### src/rtl/mojo_pkg.sv
// Shared Mojo board definitions: UART framing constants, clock/baud defaults
// and the serial transmitter state encoding.
package mojo_pkg;

  localparam int unsigned UART_DATA_BITS = 8;
  localparam int unsigned MOJO_CLK_HZ    = 50_000_000;
  localparam int unsigned AVR_BAUD       = 500_000;

  typedef enum logic [1:0] {
    IDLE,
    START,
    DATA,
    STOP
  } tx_state_t;

endpackage

### src/rtl/avr_serial_tx_if.sv
// Byte handshake between fabric logic and the AVR transmitter:
// data/new_data offered by the producer, ready returned by the transmitter.
interface avr_serial_tx_if;
  import mojo_pkg::*;

  logic [UART_DATA_BITS-1:0] data;
  logic                      new_data;
  logic                      ready;

  modport master (output data, output new_data, input ready);
  modport slave  (input data, input new_data, output ready);

endinterface

### src/rtl/avr_serial_tx_fifo.sv
// Register-based single-clock FIFO; pushes when full and pops when empty are ignored.
module sync_fifo #(
  parameter int unsigned WIDTH = 8,
  parameter int unsigned DEPTH = 16
) (
  input  logic                   clk,
  input  logic                   rst_n,
  input  logic                   push,
  input  logic [WIDTH-1:0]       wdata,
  input  logic                   pop,
  output logic [WIDTH-1:0]       rdata,
  output logic                   full,
  output logic                   empty,
  output logic [$clog2(DEPTH):0] count
);

  localparam int unsigned AW = $clog2(DEPTH);
  localparam logic [AW:0] FULL_COUNT = (AW + 1)'(DEPTH);

  logic [WIDTH-1:0] mem [DEPTH];
  logic [AW-1:0]    wptr;
  logic [AW-1:0]    rptr;
  logic             do_push;
  logic             do_pop;

  assign full    = (count == FULL_COUNT);
  assign empty   = (count == '0);
  assign do_push = push && !full;
  assign do_pop  = pop && !empty;
  assign rdata   = mem[rptr];

  always_ff @(posedge clk) begin
    if (do_push) mem[wptr] <= wdata;
  end

  // DEPTH is a power of two, so the pointers wrap by plain overflow.
  always_ff @(posedge clk or negedge rst_n) begin
    if (!rst_n) begin
      wptr  <= '0;
      rptr  <= '0;
      count <= '0;
    end else begin
      if (do_push) wptr <= wptr + 1'b1;
      if (do_pop)  rptr <= rptr + 1'b1;
      case ({do_push, do_pop})
        2'b10:   count <= count + 1'b1;
        2'b01:   count <= count - 1'b1;
        default: count <= count;
      endcase
    end
  end

endmodule

### src/rtl/avr_serial_tx.sv
// FPGA-to-AVR 8N1 UART transmitter with byte FIFO and avr_rx_busy flow control,
// checked only at frame boundaries.
module avr_serial_tx
  import mojo_pkg::*;
#(
  parameter  int unsigned CLK_PER_BIT = MOJO_CLK_HZ / AVR_BAUD,
  parameter  int unsigned FIFO_DEPTH  = 16,
  localparam int unsigned CTR_SIZE    = $clog2(CLK_PER_BIT)
) (
  input  logic                        clk,
  input  logic                        rst_n,
  avr_serial_tx_if.slave              bus,
  input  logic                        block,
  output logic                        tx,
  output logic                        busy,
  output logic [$clog2(FIFO_DEPTH):0] fifo_count
);

  localparam logic [CTR_SIZE-1:0] CTR_LAST = CTR_SIZE'(CLK_PER_BIT - 1);

  tx_state_t                 state, state_n;
  logic [CTR_SIZE-1:0]       ctr, ctr_n;
  logic [2:0]                bit_idx, bit_idx_n, next_idx;
  logic [UART_DATA_BITS-1:0] shift, shift_n;
  logic                      tx_n;
  logic                      block_m, block_s;
  logic [UART_DATA_BITS-1:0] head;
  logic                      full, empty, pop;
  logic                      launch, bit_done;

  sync_fifo #(
    .WIDTH (UART_DATA_BITS),
    .DEPTH (FIFO_DEPTH)
  ) u_fifo (
    .clk   (clk),
    .rst_n (rst_n),
    .push  (bus.new_data),
    .wdata (bus.data),
    .pop   (pop),
    .rdata (head),
    .full  (full),
    .empty (empty),
    .count (fifo_count)
  );

  assign bus.ready = !full;
  assign busy      = (state != IDLE) || (fifo_count != '0);

  // Synchroniser resets to "blocked" so nothing leaves before the AVR line is sampled.
  always_ff @(posedge clk or negedge rst_n) begin
    if (!rst_n) begin
      block_m <= 1'b1;
      block_s <= 1'b1;
    end else begin
      block_m <= block;
      block_s <= block_m;
    end
  end

  always_ff @(posedge clk or negedge rst_n) begin
    if (!rst_n) begin
      state   <= IDLE;
      ctr     <= '0;
      bit_idx <= '0;
      shift   <= '0;
      tx      <= 1'b1;
    end else begin
      state   <= state_n;
      ctr     <= ctr_n;
      bit_idx <= bit_idx_n;
      shift   <= shift_n;
      tx      <= tx_n;
    end
  end

  assign launch   = !empty && !block_s;
  assign bit_done = (ctr == CTR_LAST);
  assign next_idx = bit_idx + 3'd1;

  // tx_n is the line level for the state being entered, so tx is a pure register.
  always_comb begin
    state_n   = state;
    ctr_n     = ctr;
    bit_idx_n = bit_idx;
    shift_n   = shift;
    tx_n      = tx;
    pop       = 1'b0;
    case (state)
      IDLE: begin
        tx_n = 1'b1;
        if (launch) begin
          pop     = 1'b1;
          shift_n = head;
          ctr_n   = '0;
          state_n = START;
          tx_n    = 1'b0;
        end
      end
      START: begin
        if (bit_done) begin
          ctr_n     = '0;
          bit_idx_n = '0;
          state_n   = DATA;
          tx_n      = shift[0];
        end else begin
          ctr_n = ctr + 1'b1;
        end
      end
      DATA: begin
        if (bit_done) begin
          ctr_n = '0;
          if (bit_idx == 3'd7) begin
            state_n = STOP;
            tx_n    = 1'b1;
          end else begin
            bit_idx_n = next_idx;
            tx_n      = shift[next_idx];
          end
        end else begin
          ctr_n = ctr + 1'b1;
        end
      end
      STOP: begin
        if (bit_done) begin
          ctr_n = '0;
          // Same decision as IDLE so back-to-back frames carry no idle bit.
          if (launch) begin
            pop     = 1'b1;
            shift_n = head;
            state_n = START;
            tx_n    = 1'b0;
          end else begin
            state_n = IDLE;
            tx_n    = 1'b1;
          end
        end else begin
          ctr_n = ctr + 1'b1;
        end
      end
    endcase
  end

endmodule

### src/flat_wrapper.sv
// flat-port wrapper written by rule: the top's interface ports become plain ports
module avr_serial_tx_flat import mojo_pkg::*;
#(
  parameter  int unsigned CLK_PER_BIT = MOJO_CLK_HZ / AVR_BAUD,
  parameter  int unsigned FIFO_DEPTH  = 16,
  localparam int unsigned CTR_SIZE    = $clog2(CLK_PER_BIT)
)
  (clk, rst_n, block, tx, busy, fifo_count, bus_data, bus_new_data, bus_ready);
  avr_serial_tx_if bus_i ();
  input  logic clk;
  input  logic rst_n;
  input  logic block;
  output logic tx;
  output logic busy;
  output logic [$clog2(FIFO_DEPTH):0] fifo_count;
  input wire logic [$bits(bus_i.data)-1:0] bus_data;
  input wire logic [$bits(bus_i.new_data)-1:0] bus_new_data;
  output wire logic [$bits(bus_i.ready)-1:0] bus_ready;
  assign bus_i.data = bus_data;
  assign bus_i.new_data = bus_new_data;
  assign bus_ready = bus_i.ready;
  avr_serial_tx #(.CLK_PER_BIT(CLK_PER_BIT), .FIFO_DEPTH(FIFO_DEPTH)) u_core (.clk(clk), .rst_n(rst_n), .bus(bus_i), .block(block), .tx(tx), .busy(busy), .fifo_count(fifo_count));
endmodule
### config.mk
export PLATFORM = sky130hd
export DESIGN_NAME = avr_serial_tx_flat
export DESIGN_NICKNAME = d
export VERILOG_FILES = /design/src/rtl/mojo_pkg.sv /design/src/rtl/avr_serial_tx_if.sv /design/src/rtl/avr_serial_tx_fifo.sv /design/src/rtl/avr_serial_tx.sv /design/src/flat_wrapper.sv
export SDC_FILE = /design/constraint.sdc
export NUM_CORES = 1
export LEC_CHECK = 0
export CAP_MARGIN = 20
export CELL_PAD_IN_SITES_DETAIL_PLACEMENT = 0
export CELL_PAD_IN_SITES_GLOBAL_PLACEMENT = 1
export CORE_ASPECT_RATIO = 1.1
export CORE_MARGIN = 2
export CORE_UTILIZATION = 33
export CTS_CLUSTER_DIAMETER = 40
export CTS_CLUSTER_SIZE = 8
export DETAILED_ROUTE_END_ITERATION = 6
export GPL_TIMING_DRIVEN = 0
export PLACE_DENSITY_LB_ADDON = 0.1
export SLEW_MARGIN = 30
export SYNTH_ARGS = -nofsm -noshare
export SYNTH_HDL_FRONTEND = slang
export SYNTH_SLANG_ARGS = --single-unit
### constraint.sdc
create_clock -name clk -period 2.4 [get_ports clk]
set_input_delay 0.72 -clock clk [delete_from_list [all_inputs] [get_ports clk]]
set_output_delay 0.72 -clock clk [all_outputs]
set_load 0.01 [all_outputs]
-- Yosys cells after proc, flatten, opt, wreduce, memory -nomap -nowiden
Memory sizes are Yosys's and may differ from the RTL's.
Cells that the tools add are included.
- register bits: 36
- bits in latches: 0
- bits in writable memories: 128
- bits in read-only memories: 0
- bits of input ports: 12
- output and inout port bits: 8
- logic and storage cells: 82
- memories: 1
- $add $sub $neg: 6
- multipliers: 0
- div/mod/pow operators: 0
- order comparisons: 1
- eq/ne operators: 14
- shifts and indexed selects: 0
- multiplexer cells: 31
- bitwise operators: 0
- reduce and logical (&&, ||, !) cells: 19
- memories (memory ; depth ; bits a word ; rd ports ; clocked after Yosys merged registers in ; wr ports ; RTL line ; RTL):
    u_core.u_fifo.mem ; 16 ; 8 ; 1 ; 0 ; 1 ; avr_serial_tx_fifo.sv:20 ; logic [WIDTH-1:0] mem [DEPTH];
- operators by type and width (kind ; number):
    8-bit 2-to-1 mux ; 2
    8-bit case mux with 2 select lines ; 1
    7-bit 2-to-1 mux ; 2
    7-bit case mux with 2 select lines ; 1
    1-bit 2-to-1 mux ; 11
    2-bit 2-to-1 mux ; 5
    2-bit by 1-bit inequality test with 1-bit output (second input constant) ; 5
    5-bit case mux with 2 select lines ; 1
    3-bit 2-to-1 mux ; 3
    4-bit by 1-bit adder with 4-bit output (second input constant) ; 2
    2-bit case mux with 4 select lines ; 1
    2-bit nonzero test ; 4
    7-bit by 1-bit adder with 7-bit output (second input constant) ; 1
    7-bit equality test (second input constant) ; 1
    2-bit equality test (second input constant) ; 3
    3-bit case mux with 2 select lines ; 1
    5-bit by 1-bit adder with 5-bit output (second input constant) ; 1
    5-bit equality test (second input constant) ; 1
    5-bit zero test ; 1
    5-bit AND reduction ; 1
    5-bit nonzero test ; 1
    5-bit by 1-bit subtractor with 5-bit output (second input constant) ; 1
    2-bit by 1-bit equality test with 1-bit output (second input constant) ; 2
    3-bit by 4-bit < comparator with 1-bit output (second input constant) ; 1
    other kinds (14) ; 18

-- Logic depth before layout (Yosys ltp)
Gate-level depths: netlist of run 1.
- depth after elaboration: 9
- mapped depth: 12
- depth with buffers taken out: 11

-- By module
A second synthesis of run 1 with hierarchy kept.
- cell total of the unflattened synthesis: 440
- area, all modules: 7051.8 µm²
- by module, submodules not included (module ; times used ; cells an instance ; area an instance (µm²) ; sequential area each (µm²)):
    sync_fifo ; 1 ; 332 ; 5779.3 ; 4169.0
    avr_serial_tx ; 1 ; 108 ; 1272.5 ; 579.3

-- Worst setup path before layout of run 1
OpenSTA, ideal clock, no wires.
- path type: register -> register
- start point: register u_core.u_fifo.count[0]
- end point: register u_core.u_fifo.count[4]
- setup time: 0.127 ns
- data arrival time: 2.575 ns
- data required time: 2.273 ns
- setup slack: -0.302 ns
- cell stages (with the launch flop): 13
- buffers on the path: 1
- clock period less this slack: 2.702 ns
- cells stage by stage: dfrtp_1 nor4_1 nand2_1 and2_1 clkbuf_1 inv_1 ha_1 ha_1 a21o_1 a21oi_1 xor2_1 nor2_1 xor2_1
- elaborated cells between the ends (all ways): 16
- classes of those cells: add/sub: 2; eq/ne: 3; mux: 4; reduce/logical: 7
- RTL lines (item ; RTL line ; RTL):
    start: declaration ; avr_serial_tx_fifo.sv:14 ; output logic [$clog2(DEPTH):0] count
    start signal: assignment ; avr_serial_tx_fifo.sv:46 ; 2'b10: count <= count + 1'b1;
    start signal: assignment ; avr_serial_tx_fifo.sv:47 ; 2'b01: count <= count - 1'b1;
    start signal: assignment ; avr_serial_tx_fifo.sv:48 ; default: count <= count;
    5-bit equality test (*) ; avr_serial_tx_fifo.sv:26 ; assign full = (count == FULL_COUNT);
    1-bit zero test (*) ; n/a ;
    named net bus_ready ; flat_wrapper.sv:18 ; output wire logic [$bits(bus_i.ready)-1:0] bus_ready;
    1-bit logical AND (*) ; avr_serial_tx_fifo.sv:28 ; assign do_push = push && !full;
    2-bit by 1-bit equality test with 1-bit output or 2-bit equality test (tied branches) ; avr_serial_tx_fifo.sv:45 ; case ({do_push, do_pop})
    5-bit case mux with 2 select lines or 2-bit nonzero test (tied branches) ; n/a ;
Mark *: on every way through the listed nets, which the timed path passes. The rest lies on a longest branch.
A chain may end at the register's enable or synchronous reset.

-- Worst setup path in the final report of run 1
- start point: register u_core.ctr[0]
- end point: register u_core.u_fifo.count[4]
- word-level cells in the longest chain between the ends: 6
- elaborated cells between the ends (all ways): 8
- classes of those cells: eq/ne: 3; mux: 3; reduce/logical: 2
- ends and longest elaborated chain (item ; RTL line ; RTL):
    start: declaration ; avr_serial_tx.sv:22 ; logic [CTR_SIZE-1:0] ctr, ctr_n;
    start signal: assignment ; avr_serial_tx.sv:69 ; ctr <= ctr_n;
    7-bit equality test (*) ; avr_serial_tx.sv:77 ; assign bit_done = (ctr == CTR_LAST);
    1-bit 2-to-1 mux (*) ; avr_serial_tx.sv:124 ; if (bit_done) begin
    1-bit case mux with 2 select lines (*) ; avr_serial_tx.sv:88 ; case (state)
    1-bit logical AND (*) ; avr_serial_tx_fifo.sv:29 ; assign do_pop = pop && !empty;
    named net u_core.u_fifo.do_pop ; avr_serial_tx_fifo.sv:24 ; logic do_pop;
    2-bit by 1-bit equality test with 1-bit output or 2-bit equality test (tied branches) ; avr_serial_tx_fifo.sv:45 ;
    5-bit case mux with 2 select lines or 2-bit nonzero test (tied branches) ; n/a ;
Marks and branches as above.

==> results of run 1 <==
==> where the power goes <==
part | total (uW) | internal [uW] | leakage (uW) | switching (uW)
Clock | 2660 | 1390 | 0.000281 | 1270
Sequential | 3820 | 3550 | 0.00159 | 277
Combinational | 3510 | 1600 | 0.00106 | 1910
==> kinds of logic (layout without fill, tap and decap cells) <==
| logic type | count (synthesis) | count (layout) | share of synthesized area [%] |
|---|---|---|---|
| and+or+nand+nor | 92 | 92 | 6.875 |
| muxes | 48 | 48 | 12.27 |
| xor gates and xnor gates | 13 | 13 | 1.621 |
| buffers and inverters | 25 | 94 | 2.155 |
| DFF | 164 | 164 | 67.59 |
| AOI/OAI and AO/OA | 64 | 64 | 6.180 |
| adders and majority gates | 18 | 18 | 3.313 |
==> sequential cells by signal (all words and copies together), names as in the netlist <==
| register | flops |
|---|---|
| u_core.block_m | 1 |
| u_core.bit_idx | 3 |
| u_core.block_s | 1 |
| u_core.u_fifo.count | 5 |
| u_core.u_fifo.rptr | 4 |
| u_core.shift | 8 |
| u_core.ctr | 7 |
| u_core.u_fifo.wptr | 4 |
| u_core.state | 2 |
| u_core.u_fifo.mem | 128 |
| u_core.tx | 1 |
==> worst max-delay path: stages (launching register included) <==
cell and delay, ns:
sky130_fd_sc_hd__dfrtp_1 0.43, sky130_fd_sc_hd__ha_4 0.18, sky130_fd_sc_hd__and4b_2 0.24, sky130_fd_sc_hd__a31oi_4 0.21, sky130_fd_sc_hd__nor4_4 0.07, sky130_fd_sc_hd__ha_4 0.19, sky130_fd_sc_hd__fa_2 0.35, sky130_fd_sc_hd__a21o_1 0.20
sky130_fd_sc_hd__a21oi_2 0.12, sky130_fd_sc_hd__xor2_1 0.14, sky130_fd_sc_hd__nor2_1 0.07, sky130_fd_sc_hd__xor2_1 0.15
==> stage by stage <==
| step | cells | total power [uW] |
|---|---|---|
| after detailed placement | 730 | 7164 |
| after floorplan | 424 | 6082 |
| after global routing | 778 | 10600 |
| final | 778 | 9997 |
| after global placement | 728 | 7084 |
| after CTS | 771 | 10000 |
==> cell type report <==
cell class / instances / area [um^2] / area share [%]
buffer: 17 / 120.1 / 1.417
clock buffer: 17 / 425.4 / 5.018
clock inverter: 15 / 155.1 / 1.830
inverter: 5 / 18.77 / 0.2214
multi-input combinational: 235 / 2288 / 27.00
sequential: 164 / 4752 / 56.06
tap: 285 / 356.6 / 4.207
timing repair buffer: 40 / 360.3 / 4.251
==> final timing paths <==
| kind | startpoint | end | slack [ns] | depth (start not counted) |
|---|---|---|---|---|
| setup / recovery | u_core.ctr[0]$_DFFE_PN0P_ | u_core.u_fifo.count[4]$_DFFE_PN0P_ | -0.07 | 11 |
| hold / removal | rst_n | u_core.bit_idx[2]$_DFFE_PN0P_ | 0.25 | 1 |
| setup reg to reg | u_core.ctr[0]$_DFFE_PN0P_ | u_core.u_fifo.count[4]$_DFFE_PN0P_ | -0.07 | 11 |
| hold reg to reg | u_core.block_m$_DFF_PN1_ | u_core.block_s$_DFF_PN1_ | 0.37 | 0 |
| max in group asynchronous | rst_n | u_core.tx$_DFFE_PN1P_ | 1.59 | 2 |
| min in group clk | u_core.block_m$_DFF_PN1_ | u_core.block_s$_DFF_PN1_ | 0.37 | 0 |
==> synth_stat cells, types with 8 or more instances <==
cell type                  count
sky130_fd_sc_hd__a211oi_1      9
sky130_fd_sc_hd__a21oi_1      20
sky130_fd_sc_hd__dfrtp_1      33
sky130_fd_sc_hd__edfxtp_1    128
sky130_fd_sc_hd__ha_1         17
sky130_fd_sc_hd__mux2_2       10
sky130_fd_sc_hd__mux2i_1      10
sky130_fd_sc_hd__mux4_1        8
sky130_fd_sc_hd__mux4_2       19
sky130_fd_sc_hd__nand2_1      16
sky130_fd_sc_hd__nor2_1       33
sky130_fd_sc_hd__nor2b_1      13
sky130_fd_sc_hd__o21ai_0      12
==> placed cells by master, fill, tap and decap left out, types with 6 or more instances in the layout <==
| cell type | n |
|---|---|
| sky130_fd_sc_hd__edfxtp_1 | 128 |
| sky130_fd_sc_hd__dfrtp_1 | 30 |
| sky130_fd_sc_hd__nor2_1 | 21 |
| sky130_fd_sc_hd__buf_4 | 21 |
| sky130_fd_sc_hd__mux4_2 | 19 |
| sky130_fd_sc_hd__a21oi_1 | 18 |
| sky130_fd_sc_hd__clkbuf_16 | 17 |
| sky130_fd_sc_hd__nand2_1 | 16 |
| sky130_fd_sc_hd__clkdlybuf4s50_1 | 16 |
| sky130_fd_sc_hd__nor2b_1 | 13 |
| sky130_fd_sc_hd__nor2_2 | 12 |
| sky130_fd_sc_hd__ha_1 | 12 |
| sky130_fd_sc_hd__o21ai_0 | 11 |
| sky130_fd_sc_hd__mux2_2 | 10 |
| sky130_fd_sc_hd__mux2i_1 | 10 |
| sky130_fd_sc_hd__a211oi_1 | 9 |
| sky130_fd_sc_hd__mux4_1 | 8 |
| sky130_fd_sc_hd__buf_2 | 7 |
| sky130_fd_sc_hd__xnor2_1 | 7 |
| sky130_fd_sc_hd__nand2b_1 | 6 |
| sky130_fd_sc_hd__a22o_1 | 6 |
| sky130_fd_sc_hd__xor2_1 | 6 |
| sky130_fd_sc_hd__inv_8 | 6 |
==> layer usage <==
| metal | track usage (%) | up-vias | routed length [um] |
|---|---|---|---|
| met4 | 4.950 | 0 | 212 |
| met2 | 25.09 | 40 | 7824 |
| met1 | 19.61 | 2006 | 7218 |
| li1 | - | 1767 | - |
| met3 | 2.951 | 16 | 271 |
| met5 | 0 | - | 0 |
==> timing repair <==
action                     CTS  global route
pin swaps                   11             8
setup endpoints to repair   80            50
gates resized for setup     19            16
setup buffers               11             9
==> metrics, run 1 <==
post-cts hold buffer count 0; status finished, violations left; count of state elements after synthesis 164; Gate Count Post-Synth about 420; fin crit period 2.475 ns; warning count from the yosys run 0; Power Density 1179 nW/um^2; Final Max Tran Viols 0; final weighted congestion in routability-driven placement 0.7152; number of vias per cell slightly below 5; fraction of registers with async set or reset after synthesis 21.95%; Worst Path Arrival 2.78 ns; initial antenna violation count 0; area of the die 22470 um^2; failing checks setup timing; area of the mapped netlist 7025 um^2; main flop type after synthesis sky130_fd_sc_hd__edfxtp_1; number of flops mapped to enable cells by yosys ~130; worst slew margin relative to its limit 48.20%; synth-to-layout area growth 20.66%; number of CTS-inserted buffers 17; Clock Latency Late Sink 0.43 ns; Final Hold Viols 0; final layout net count 510; proportion of layout cells with a drive suffix above 1 between 20 and 30%; Horiz. Die Dim approximately 140 um; clk root buf sky130_fd_sc_hd__clkbuf_16; syn_nets 454; Ant. Diodes 0; final cycle utilization of the critical path 103.1%; Die Y-Extent roughly 160 um; worst-case vdd ir drop 0.0005204 V; Avg Synthesized Cell Area approximately 17 um^2; Leakage Power 0.002928 uW; critical path peak fanout 4; Setup crit start kind flip-flop; clock input transition at the sequential cells of the worst setup and hold paths 0.07 ns; maximum number of pins on one net before global-route repair 21; Clock Skews 0.01592 ns; proportion of synthesized chip area in sequential cells 67.59%; half-perimeter wire length after placement 10360 um; violation count after the first detailed-routing iteration 188; setup-violating endpoint count in the final report 2; routed wirelength normalized by instance count 19.96 um; DP Worst Slack -0.5869 ns; overall via count from detail_route 3829; Max clock buf depth 2; RSZ-0062 raised after global routing true; cell type with the highest aggregate area in the netlist sky130_fd_sc_hd__edfxtp_1; Setup Total Neg Slack -0.1155 ns; Setup Crit Path Kind reg2reg; Highest Clock Rate 0.4041 GHz; distinct cell type count of the synthesized netlist 50; area of the core slightly above 20000 um^2; CTS HTree Levels 4; number of fill cells in the layout 1912; 1st-pass router iterations 6; total non-filler cell area in the finished layout 8477 um^2; final core area utilization 40.92%; Hold Path Class in2async; WP data required 2.71 ns; total number of clock tree sinks roughly 160; via count of the first global-routing pass 3990; worst hold-check slack 0.2546 ns; measured slew at the worst slew-check pin slightly below 0.8 ns; starting utilization of the core area roughly 34%; area share of the leading cell type in the synthesized netlist between 50% and 60%; count of maximum capacitance violations 0; placed standard-cell area 7684 um^2; GRT Total Usage 14.99%; remaining antenna violation count 0; count of boundary I/O pins 20; Final Worst Setup Slack -0.07492 ns; sum of overflow across all layers after global routing 0; remaining design rule violation count 0; type of destination of the critical path flip-flop; Detailed Route WL 15530 um; num rows 55; Port Buf Inserts 19; global-route wire length before repair roughly 24000 um; clock tree from TritonCTS yes; top cells by area in the synthesized netlist sky130_fd_sc_hd__edfxtp_1, sky130_fd_sc_hd__dfrtp_1, sky130_fd_sc_hd__mux4_2, sky130_fd_sc_hd__ha_1, sky130_fd_sc_hd__mux4_1
No activity file was read; power rests on OpenSTA's default activity.
==> run 2: changes to the inputs <==
--- a/config.mk
+++ b/config.mk
@@ -5,7 +5,7 @@
 export SDC_FILE = /design/constraint.sdc
 export NUM_CORES = 1
 export LEC_CHECK = 0
-export CAP_MARGIN = 20
+export CAP_MARGIN = 10
 export CELL_PAD_IN_SITES_DETAIL_PLACEMENT = 0
 export CELL_PAD_IN_SITES_GLOBAL_PLACEMENT = 1
 export CORE_ASPECT_RATIO = 1.1
==> results of run 2 <==
Final layout, timing and power as in run 1 (identical DEF).
